==> src/rtl/max_track4_pkg.sv <==
// ============================================================================
// max_track4_pkg : shared state encodings and defaults for max_track4
// Revision: 1.0  initial release
// ============================================================================
`default_nettype none

package max_track4_pkg;

  localparam int CNT_W_DEFAULT = 8;

  typedef enum logic [1:0] {
    ST_IDLE  = 2'd0,
    ST_TRACK = 2'd1,
    ST_DONE  = 2'd2
  } state_e;

endpackage : max_track4_pkg

`default_nettype wire

==> src/rtl/max_track4_if.sv <==
// ============================================================================
// max_track4_if : sample stream + result bundle for max_track4
// Optional min outputs present when MAX_TRACK4_MIN_EN is defined.
// Revision: 1.0  initial release
// ============================================================================
`default_nettype none

interface max_track4_if #(
  parameter int CNT_W = max_track4_pkg::CNT_W_DEFAULT
);
  logic             start;
  logic             s_valid;
  logic [3:0]       s_data;
  logic             s_last;
  logic             s_ready;
  logic             done;
  logic             done_ack;
  logic [3:0]       max_val;
  logic [CNT_W-1:0] max_idx;
  logic [CNT_W-1:0] count;
  logic             sat;
`ifdef MAX_TRACK4_MIN_EN
  logic [3:0]       min_val;
  logic [CNT_W-1:0] min_idx;

  modport master (
    output start, s_valid, s_data, s_last, done_ack,
    input  s_ready, done, max_val, max_idx, count, sat, min_val, min_idx
  );
  modport slave (
    input  start, s_valid, s_data, s_last, done_ack,
    output s_ready, done, max_val, max_idx, count, sat, min_val, min_idx
  );
`else
  modport master (
    output start, s_valid, s_data, s_last, done_ack,
    input  s_ready, done, max_val, max_idx, count, sat
  );
  modport slave (
    input  start, s_valid, s_data, s_last, done_ack,
    output s_ready, done, max_val, max_idx, count, sat
  );
`endif
endinterface : max_track4_if

`default_nettype wire

==> src/rtl/comp_gt4.sv <==
// ============================================================================
// comp_gt4 : 4-bit unsigned greater-than comparator (gt = a > b)
// Revision: 1.0  initial release
// ============================================================================
`default_nettype none

module comp_gt4 (
  input  wire logic [3:0] a,
  input  wire logic [3:0] b,
  output logic            gt
);
  assign gt = (a > b);
endmodule : comp_gt4

`default_nettype wire

==> src/rtl/max_track4.sv <==
// ============================================================================
// max_track4 : streaming peak detector for 4-bit unsigned sample frames.
// Optional min tracking enabled by macro MAX_TRACK4_MIN_EN.
// Revision: 1.0  initial release
// ============================================================================
`default_nettype none

module max_track4
  import max_track4_pkg::*;
#(
  parameter int CNT_W = CNT_W_DEFAULT
) (
  input  wire logic    clk,
  input  wire logic    reset,
  max_track4_if.slave  bus
);

  state_e           state_q, state_d;
  logic             first_q, first_d;
  logic [3:0]       max_val_q, max_val_d;
  logic [CNT_W-1:0] max_idx_q, max_idx_d;
  logic [CNT_W-1:0] count_q, count_d;
  logic             sat_q, sat_d;
  logic             gt_max;
  logic             accept;
  logic [CNT_W-1:0] idx_next;

  comp_gt4 u_gt_max (
    .a  (bus.s_data),
    .b  (max_val_q),
    .gt (gt_max)
  );

`ifdef MAX_TRACK4_MIN_EN
  logic [3:0]       min_val_q, min_val_d;
  logic [CNT_W-1:0] min_idx_q, min_idx_d;
  logic             gt_min;

  comp_gt4 u_gt_min (
    .a  (min_val_q),
    .b  (bus.s_data),
    .gt (gt_min)
  );
`endif

  assign accept   = bus.s_valid & bus.s_ready;
  // Index of the sample being accepted now (valid for every sample after the first).
  assign idx_next = count_q + {{(CNT_W-1){1'b0}}, 1'b1};

  always_comb begin
    state_d   = state_q;
    first_d   = first_q;
    max_val_d = max_val_q;
    max_idx_d = max_idx_q;
    count_d   = count_q;
    sat_d     = sat_q;
`ifdef MAX_TRACK4_MIN_EN
    min_val_d = min_val_q;
    min_idx_d = min_idx_q;
`endif
    unique case (state_q)
      ST_IDLE: begin
        if (bus.start) begin
          state_d   = ST_TRACK;
          first_d   = 1'b1;
          max_val_d = '0;
          max_idx_d = '0;
          count_d   = '0;
          sat_d     = 1'b0;
`ifdef MAX_TRACK4_MIN_EN
          min_val_d = '0;
          min_idx_d = '0;
`endif
        end
      end
      ST_TRACK: begin
        if (accept) begin
          if (first_q) begin
            first_d   = 1'b0;
            max_val_d = bus.s_data;
            max_idx_d = '0;
`ifdef MAX_TRACK4_MIN_EN
            min_val_d = bus.s_data;
            min_idx_d = '0;
`endif
            if (bus.s_last) state_d = ST_DONE;
          end else begin
            count_d = idx_next;
            // Strict compare: ties keep the earliest index.
            if (gt_max) begin
              max_val_d = bus.s_data;
              max_idx_d = idx_next;
            end
`ifdef MAX_TRACK4_MIN_EN
            if (gt_min) begin
              min_val_d = bus.s_data;
              min_idx_d = idx_next;
            end
`endif
            if (bus.s_last) begin
              state_d = ST_DONE;
            end else if (&idx_next) begin
              state_d = ST_DONE;
              sat_d   = 1'b1;
            end
          end
        end
      end
      ST_DONE: begin
        if (bus.done_ack) state_d = ST_IDLE;
      end
      default: state_d = ST_IDLE;
    endcase
  end

  always_ff @(posedge clk) begin
    if (reset) begin
      state_q   <= ST_IDLE;
      first_q   <= 1'b1;
      max_val_q <= '0;
      max_idx_q <= '0;
      count_q   <= '0;
      sat_q     <= 1'b0;
`ifdef MAX_TRACK4_MIN_EN
      min_val_q <= '0;
      min_idx_q <= '0;
`endif
    end else begin
      state_q   <= state_d;
      first_q   <= first_d;
      max_val_q <= max_val_d;
      max_idx_q <= max_idx_d;
      count_q   <= count_d;
      sat_q     <= sat_d;
`ifdef MAX_TRACK4_MIN_EN
      min_val_q <= min_val_d;
      min_idx_q <= min_idx_d;
`endif
    end
  end

  assign bus.s_ready = (state_q == ST_TRACK);
  assign bus.done    = (state_q == ST_DONE);
  assign bus.max_val = max_val_q;
  assign bus.max_idx = max_idx_q;
  assign bus.count   = count_q;
  assign bus.sat     = sat_q;
`ifdef MAX_TRACK4_MIN_EN
  assign bus.min_val = min_val_q;
  assign bus.min_idx = min_idx_q;
`endif

endmodule : max_track4

`default_nettype wire

==> src/flat_wrapper.sv <==
// flat-port wrapper written by rule: the top's interface ports become plain ports
module max_track4_flat import max_track4_pkg::*;
#(
  parameter int CNT_W = CNT_W_DEFAULT
)
  (clk, reset, bus_start, bus_s_valid, bus_s_data, bus_s_last, bus_done_ack, bus_s_ready, bus_done, bus_max_val, bus_max_idx, bus_count, bus_sat);
  max_track4_if #(.CNT_W(CNT_W)) bus_i ();
  input  wire logic clk;
  input  wire logic reset;
  input wire logic [$bits(bus_i.start)-1:0] bus_start;
  input wire logic [$bits(bus_i.s_valid)-1:0] bus_s_valid;
  input wire logic [$bits(bus_i.s_data)-1:0] bus_s_data;
  input wire logic [$bits(bus_i.s_last)-1:0] bus_s_last;
  input wire logic [$bits(bus_i.done_ack)-1:0] bus_done_ack;
  output wire logic [$bits(bus_i.s_ready)-1:0] bus_s_ready;
  output wire logic [$bits(bus_i.done)-1:0] bus_done;
  output wire logic [$bits(bus_i.max_val)-1:0] bus_max_val;
  output wire logic [$bits(bus_i.max_idx)-1:0] bus_max_idx;
  output wire logic [$bits(bus_i.count)-1:0] bus_count;
  output wire logic [$bits(bus_i.sat)-1:0] bus_sat;
  assign bus_i.start = bus_start;
  assign bus_i.s_valid = bus_s_valid;
  assign bus_i.s_data = bus_s_data;
  assign bus_i.s_last = bus_s_last;
  assign bus_i.done_ack = bus_done_ack;
  assign bus_s_ready = bus_i.s_ready;
  assign bus_done = bus_i.done;
  assign bus_max_val = bus_i.max_val;
  assign bus_max_idx = bus_i.max_idx;
  assign bus_count = bus_i.count;
  assign bus_sat = bus_i.sat;
  max_track4 #(.CNT_W(CNT_W)) u_core (.clk(clk), .reset(reset), .bus(bus_i));
endmodule
==> config.mk <==
export PLATFORM = sky130hd
export DESIGN_NAME = max_track4_flat
export DESIGN_NICKNAME = d
export VERILOG_FILES = /design/src/rtl/max_track4_pkg.sv /design/src/rtl/max_track4_if.sv /design/src/rtl/comp_gt4.sv /design/src/rtl/max_track4.sv /design/src/flat_wrapper.sv
export SDC_FILE = /design/constraint.sdc
export NUM_CORES = 1
export LEC_CHECK = 0
export BUFFER_PORTS_ARGS = -buffer_cell sky130_fd_sc_hd__buf_2
export CORE_ASPECT_RATIO = 0.75
export CORE_MARGIN = 1
export CORE_UTILIZATION = 31
export CTS_CLUSTER_DIAMETER = 80
export DETAILED_ROUTE_END_ITERATION = 16
export PLACE_DENSITY_LB_ADDON = 0.05
export RECOVER_POWER = 50
export SLEW_MARGIN = 10
export SYNTH_ARGS = -nofsm -noshare
export SYNTH_HDL_FRONTEND = slang
export SYNTH_SLANG_ARGS = --single-unit
==> constraint.sdc <==
create_clock -name clk -period 2.35 [get_ports clk]
set_clock_uncertainty 0.2 [all_clocks]
set_input_delay 0.5875 -clock clk [delete_from_list [all_inputs] [get_ports clk]]
set_output_delay 0.5875 -clock clk [all_outputs]
set_load 0.02 [all_outputs]
==> impl_metrics.tcl, run 1 <==
set metrics [dict create \
    status "finished clean" \
    max-slew-margin-rel 0.526 \
    crit_fanout 6 \
    synthCells 160 \
    critPathLaunch "bus_s_data[1]" \
    htreeDepth 1 \
    sw_frac_of_total 0.244 \
    grt_pass1_vias 1113 \
    drc_errors 0 \
    hold_buffers 0 \
    viasPerCell 4.94 \
    avgRoutedWirePerCell_um 13.5 \
    initial_utilization 0.336 \
    syn_to_final_growth_pct 14.1 \
    grt_usage 0.149 \
    drive_above_1_share 0.183 \
    placementRows 20 \
    grt-ovfl-total 0 \
    finalHoldViolations 0 \
    cts-buffers-inserted 3 \
    ys_seq_area_frac 0.338 \
    synth_area_um2 1420 \
    fin_crit_ns 2.12 \
    startpoint_type "primary input" \
    ys_seq_elements 24 \
    cts_setup_buffers 0 \
    fillCellCount 441 \
    hpwl_um 2430 \
    num_vias 1190 \
    hold_path_class "flip-flop to flip-flop" \
    path_clk_slew_ns 0.08 \
    min-delay-start "u_core.bus.max_idx[5]" \
    diodes 0 \
    synthAdderAreaFrac 0.0529 \
    power_frac_clock 0.396 \
    clock_latency_ns 0.27 \
    drt.antenna.violating_nets 0 \
    grt_pass1_wl_um 5350 \
    vdd_drop_max_v 0.000227 \
    syn-num-nets 176 \
    wirelength_um 3260 \
    gp_congestion 0.768 \
    synth-compound-area-share 0.229 \
    place_area_um2 1580 \
    nets 203 \
    antenna_found_initial 0 \
    synth_top_family_by_area "simple AND/OR/NAND/NOR gates" \
    grt_max_degree 22 \
    drtIter0Drc 78 \
    synth-simple-area-share 0.256 \
    slew_viol_final 0 \
    firstDrtPassIters 4 \
    internal_power_w 0.000694 \
    design.die.area_um2 4860 \
    grt_setup_unrepaired "no" \
    core_area_um2 4230 \
    dieWidth_um 80.2 \
    portBuffers 32 \
    p_switching_w 0.000224 \
    avgSynthCellArea_um2 8.88 \
    worst_slew_pin_slew_ns 0.706 \
    final_area_um2 1620 \
    async_flop_share 0 \
    power.leakage_nw 0.620 \
    multi_input_area_um2 825 \
    end_kind "flip-flop" \
    cts_max_path_buffers 2 \
    whs_ns 0.291 \
    cp.arrival_ns 2.13 \
    cts_sinks 24 \
    power.density_nw_per_um2 567 \
    ys_warn_count 0 \
    tritoncts "done" \
    path_class "primary input to flip-flop" \
    fp.dieH_um 60.6 \
    max_freq_mhz 472 \
    synth_mux_area_frac 0 \
    p_seq_frac 0.463 \
    fin_crit_sh 0.901 \
    root_buffer "clkbuf_8" \
    synth_edf_count 0 \
    pin_count 33 \
    synth_cell_types 50 \
    yosys_most_used_dff "dfxtp_1" \
    cts.repair.resized 0 \
    pwr-share-comb 0.141 \
    maxCapViolations 0 \
    seqCellArea_um2 480 \
    finalSetupViolCount 0 \
    synth_xor_area_frac 0.0432 \
    worstReg2RegStart "u_core.bus.max_val[1]" \
    cp.required_ns 2.36 \
]
## cell type report
class / instances / area share
Sequential cell: 24 / 0.297
Inverter: 9 / 0.0208
Multi-Input combinational cell: 116 / 0.509
Clock buffer: 3 / 0.0255
Tap cell: 55 / 0.0425
Clock inverter: 1 / 0.0185
Timing Repair Buffer: 33 / 0.0873
## sequential cells by signal (all words and copies together), names as in the netlist
| name | count |
|---|---|
| u_core.bus.count | 8 |
| u_core.first_q | 1 |
| u_core.state_q | 2 |
| u_core.bus.max_val | 4 |
| u_core.bus.sat | 1 |
| u_core.bus.max_idx | 8 |
## stage by stage
step | power [W] | instances | setup WS [ns] | setup TNS, ns | utilization
2_1_floorplan | 0.000536 | 160 | 0.276 | 0 | -
6_report | 0.000918 | 241 | 0.233 | 0 | 0.383
3_5_place_dp | 0.000565 | 237 | -0.0636 | -0.171 | 0.372
3_3_place_gp | 0.000564 | 237 | 0.0496 | 0 | 0.372
5_1_grt | 0.000967 | 241 | 0.0397 | 0 | 0.383
4_1_cts | 0.000937 | 241 | 0.216 | 0 | 0.389
## synthesized netlist by cell type, types with 2 or more instances
library cell / count / area share
dfxtp_1: 24 / 0.34
nor2_1: 16 / 0.042
a21oi_1: 10 / 0.035
nand2_1: 10 / 0.026
inv_1: 9 / 0.024
nand3_1: 7 / 0.025
o21ai_0: 7 / 0.025
ha_1: 6 / 0.053
buf_2: 5 / 0.018
a22o_1: 4 / 0.025
xor2_1: 4 / 0.025
buf_6: 3 / 0.024
nand2b_4: 3 / 0.029
nand4_1: 3 / 0.013
nor2b_1: 3 / 0.013
o31ai_1: 3 / 0.016
or3_1: 3 / 0.013
xnor2_1: 3 / 0.019
a21o_1: 2 / 0.011
a21oi_2: 2 / 0.012
a32o_1: 2 / 0.014
and2_1: 2 / 0.0088
nand4b_1: 2 / 0.012
## final timing paths
check / to / cells after the start / slack (ns)
max reg2reg: u_core.bus.max_idx[3] / 6 / 0.26
min: u_core.bus.max_idx[5] / 2 / 0.29
max: u_core.bus.max_idx[3] / 6 / 0.23
min reg2reg: u_core.bus.max_idx[5] / 2 / 0.29
## critical path: stages
cell     delay [ns]
buf_2          0.11
ha_1           0.28
nor2b_1        0.22
o41ai_4        0.10
nor3_1         0.56
a32o_1         0.27
## per-layer routing
metal  global-route usage  wire length, um  vias to the layer above  share of wire
met5                    0                0                        -              0
met4               0.0306               15                        0         0.0046
met3               0.0481              167                        2          0.051
met2                0.217             1320                       26           0.41
met1                0.214             1760                      544           0.54
li1                     -                -                      618              -
## power groups by stage
stage	sequential (W)	clock, W	combinational, W
finish	0.000425	0.000364	0.000129
global route	0.000427	0.000396	0.000144
CTS	0.000425	0.000380	0.000132
detailed placement	0.000434	0	0.000131
global placement	0.000434	0	0.000130
floorplan	0.000433	0	0.000103
## cell usage in the layout (no fill, tap or decap), types with 2 or more instances in the layout
master | netlist | layout
a21oi_2 | 2 | 2
nand3_1 | 7 | 7
a32o_1 | 2 | 2
ha_1 | 6 | 6
buf_2 | 5 | 11
or3_1 | 3 | 3
o21ai_0 | 7 | 7
xnor2_1 | 3 | 3
clkbuf_1 | 1 | 21
a21oi_1 | 10 | 10
xor2_1 | 4 | 4
nand4b_1 | 2 | 2
clkbuf_8 | 1 | 3
a22o_1 | 4 | 4
nand2_1 | 10 | 10
dfxtp_1 | 24 | 24
nor2_1 | 16 | 16
nor2b_1 | 3 | 3
o31ai_1 | 3 | 3
and2_1 | 2 | 2
a21o_1 | 2 | 2
inv_1 | 9 | 9
nand2b_4 | 3 | 3
nand4_1 | 3 | 3
## logic make-up after synthesis
family	Yosys count
and+or+nand+nor	61
xor gates and xnor gates	7
buffers and inverters	20
AOI/OAI and AO/OA	42
DFF	24
adders and majority gates	6
Power figures use the tool's default switching activity.
==> run 2, diff against run 1 <==
--- a/config.mk
+++ b/config.mk
@@ -8,9 +8,10 @@
 export BUFFER_PORTS_ARGS = -buffer_cell sky130_fd_sc_hd__buf_2
 export CORE_ASPECT_RATIO = 0.75
 export CORE_MARGIN = 1
-export CORE_UTILIZATION = 31
+export CORE_UTILIZATION = 30
 export CTS_CLUSTER_DIAMETER = 80
 export DETAILED_ROUTE_END_ITERATION = 16
+export GPL_TIMING_DRIVEN = 0
 export PLACE_DENSITY_LB_ADDON = 0.05
 export RECOVER_POWER = 50
 export SLEW_MARGIN = 10
==> run 2 against run 1 <==
Against the previous run:
- wire length fell by 1.1%
- fmax rose by 2.7%
- setup slack improved by 0.055 ns
- non-clock buffer count rose by 10
- combinational power rose by 12%
- cell count rose by 5.0%
- hold slack got worse by 0.016 ns
- register-to-register slack improved by 0.05 ns
- via count rose by 2.8%
- largest power group unchanged
- highest routed layer unchanged
==> impl_metrics.tcl, run 2 (same netlist as run 1, synthesis figures left out) <==
set metrics [dict create \
    status "finished clean" \
    finalSetupViolCount 0 \
    cts_max_path_buffers 2 \
    avgRoutedWirePerCell_um 12.8 \
    final_common_cell "dfxtp_1" \
    max-slew-margin-rel 0.648 \
    power.leakage_nw 0.678 \
    crit_path_top_delay_cell "nor2_2" \
    vdd_drop_max_v 0.000258 \
    grt_setup_unrepaired "no" \
    syn_to_final_growth_pct 18.1 \
    power.density_nw_per_um2 509 \
    initial_utilization 0.316 \
    num_vias 1223 \
    slew_viol_final 0 \
    worstSetupPathDepth 7 \
    gp_congestion 0.797 \
    startpoint_type "primary input" \
    diodes 0 \
    maxCapViolations 0 \
    cts_setup_buffers 0 \
    worstRegToRegCells 7 \
    finalHoldViolations 0 \
    core_area_um2 4490 \
    clock_latency_ns 0.27 \
    dieWidth_um 81.4 \
    whs_ns 0.275 \
    hpwl_um 2470 \
    drc_errors 0 \
    firstDrtPassIters 4 \
    crit_family "compound AO/OA/AOI/OAI gates" \
    cts-buffers-inserted 3 \
    portBuffers 32 \
    antenna_found_initial 0 \
    wirelength_um 3230 \
    fp.dieH_um 61.6 \
    path_class "primary input to flip-flop" \
    drtIter0Drc 62 \
    viasPerCell 4.83 \
    grt-ovfl-total 0 \
    pin_count 33 \
    drive_above_1_share 0.235 \
    fin_crit_ns 2.06 \
    hold_path_class "flip-flop to flip-flop" \
    grt_pass1_vias 1079 \
    crit_buf_inv 1 \
    design.die.area_um2 5020 \
    end_kind "flip-flop" \
    path_clk_slew_ns 0.09 \
    worstPathCellList "buf_2, ha_1, nor2b_1, o41ai_4, a211oi_2, nor2_2, a22o_1" \
    cp.required_ns 2.37 \
    max_freq_mhz 485 \
    final_cells 253 \
    worstHoldPathCells 1 \
    crit_fanout 6 \
    placementRows 21 \
    slowest_delay_ns 0.30 \
    fillCellCount 491 \
    tritoncts "done" \
    grt_max_degree 14 \
    cts_sinks 24 \
    root_buffer "clkbuf_8" \
    final_cell_mix "dfxtp_1 (24), buf_2 (19), clkbuf_1 (19)" \
    cts.repair.resized 0 \
    grt_pass1_wl_um 5310 \
    nets 213 \
    cp.arrival_ns 2.08 \
    grt_usage 0.144 \
    htreeDepth 1 \
    fin_crit_sh 0.877 \
    drt.antenna.violating_nets 0 \
    hold_buffers 0 \
    worst_slew_pin_slew_ns 0.527 \
    placed_cells 249 \
]
## run 2: cell types whose count changed in the layout (fill, tap and decap cells not counted)
cell | before | now
buf_2 | 11 | 19
buf_6 | 0 | 3
clkbuf_1 | 21 | 19
clkbuf_8 | 3 | 5
buf_4 | 1 | 0
bufinv_16 | 1 | 0
clkbuf_2 | 0 | 1
nor3_1 | 1 | 0
nor3_2 | 1 | 2
nor3b_1 | 1 | 2
nor3b_4 | 1 | 0
## run 2: worst register-to-register path: cells and delay by family (launching register included)
family                   cells  cell delay [ns]
flip-flops                   1             0.33
AND/OR/NAND/NOR              2             0.47
adder cells (fa/ha/maj)      1             0.30
AO/OA/AOI/OAI                3             0.64
buffers and inverters        1             0.06
## run 2: worst paths after layout
path | from | end | slack, ns
setup / recovery | bus_s_data[1] | u_core.bus.max_idx[7] | 0.29
hold / removal | u_core.bus.max_idx[3] | u_core.bus.max_idx[3] | 0.27
setup reg to reg | u_core.bus.max_val[1] | u_core.bus.max_idx[7] | 0.31
hold reg to reg | u_core.bus.max_idx[3] | u_core.bus.max_idx[3] | 0.27
## run 2: per-layer routing
metal / up-vias / track usage / part of all wire
li1: 639 / - / -
met1: 558 / 0.208 / 0.53
met2: 24 / 0.212 / 0.42
met3: 2 / 0.0400 / 0.047
met4: 0 / 0.0306 / 0.0062
met5: - / 0 / 0
## run 2: area by class of cell
class | instances | area [um2] | area share
plain buffers | 11 | 80.1 | 0.0477
clock buffers | 4 | 55.1 | 0.0328
inverters | 9 | 33.8 | 0.0201
multi-input cells | 116 | 818 | 0.488
flip-flops and latches | 24 | 480 | 0.286
well taps | 57 | 71.3 | 0.0425
repair buffers | 32 | 139 | 0.0828
## run 2: where the power goes
group	leakage (nW)	total (W)	switching, W	internal (W)
Clock	0.0288	0.000289	0.000140	0.000150
Sequential	0.194	0.000420	0.00000563	0.000414
Combinational	0.456	0.000145	0.0000844	0.0000606
## run 2: per-stage QoR
step / total power, W / setup TNS (ns) / utilization / setup slack, ns / area (um2)
global placement: 0.000577 / -0.851 / 0.368 / -0.168 / 1650
global route: 0.000901 / 0 / 0.373 / 0.175 / 1680
floorplan: 0.000536 / 0 / - / 0.276 / 1420
detailed placement: 0.000578 / -0.834 / 0.368 / -0.173 / 1650
CTS: 0.000869 / 0 / 0.380 / 0.0955 / 1710
finish: 0.000854 / 0 / 0.373 / 0.288 / 1680
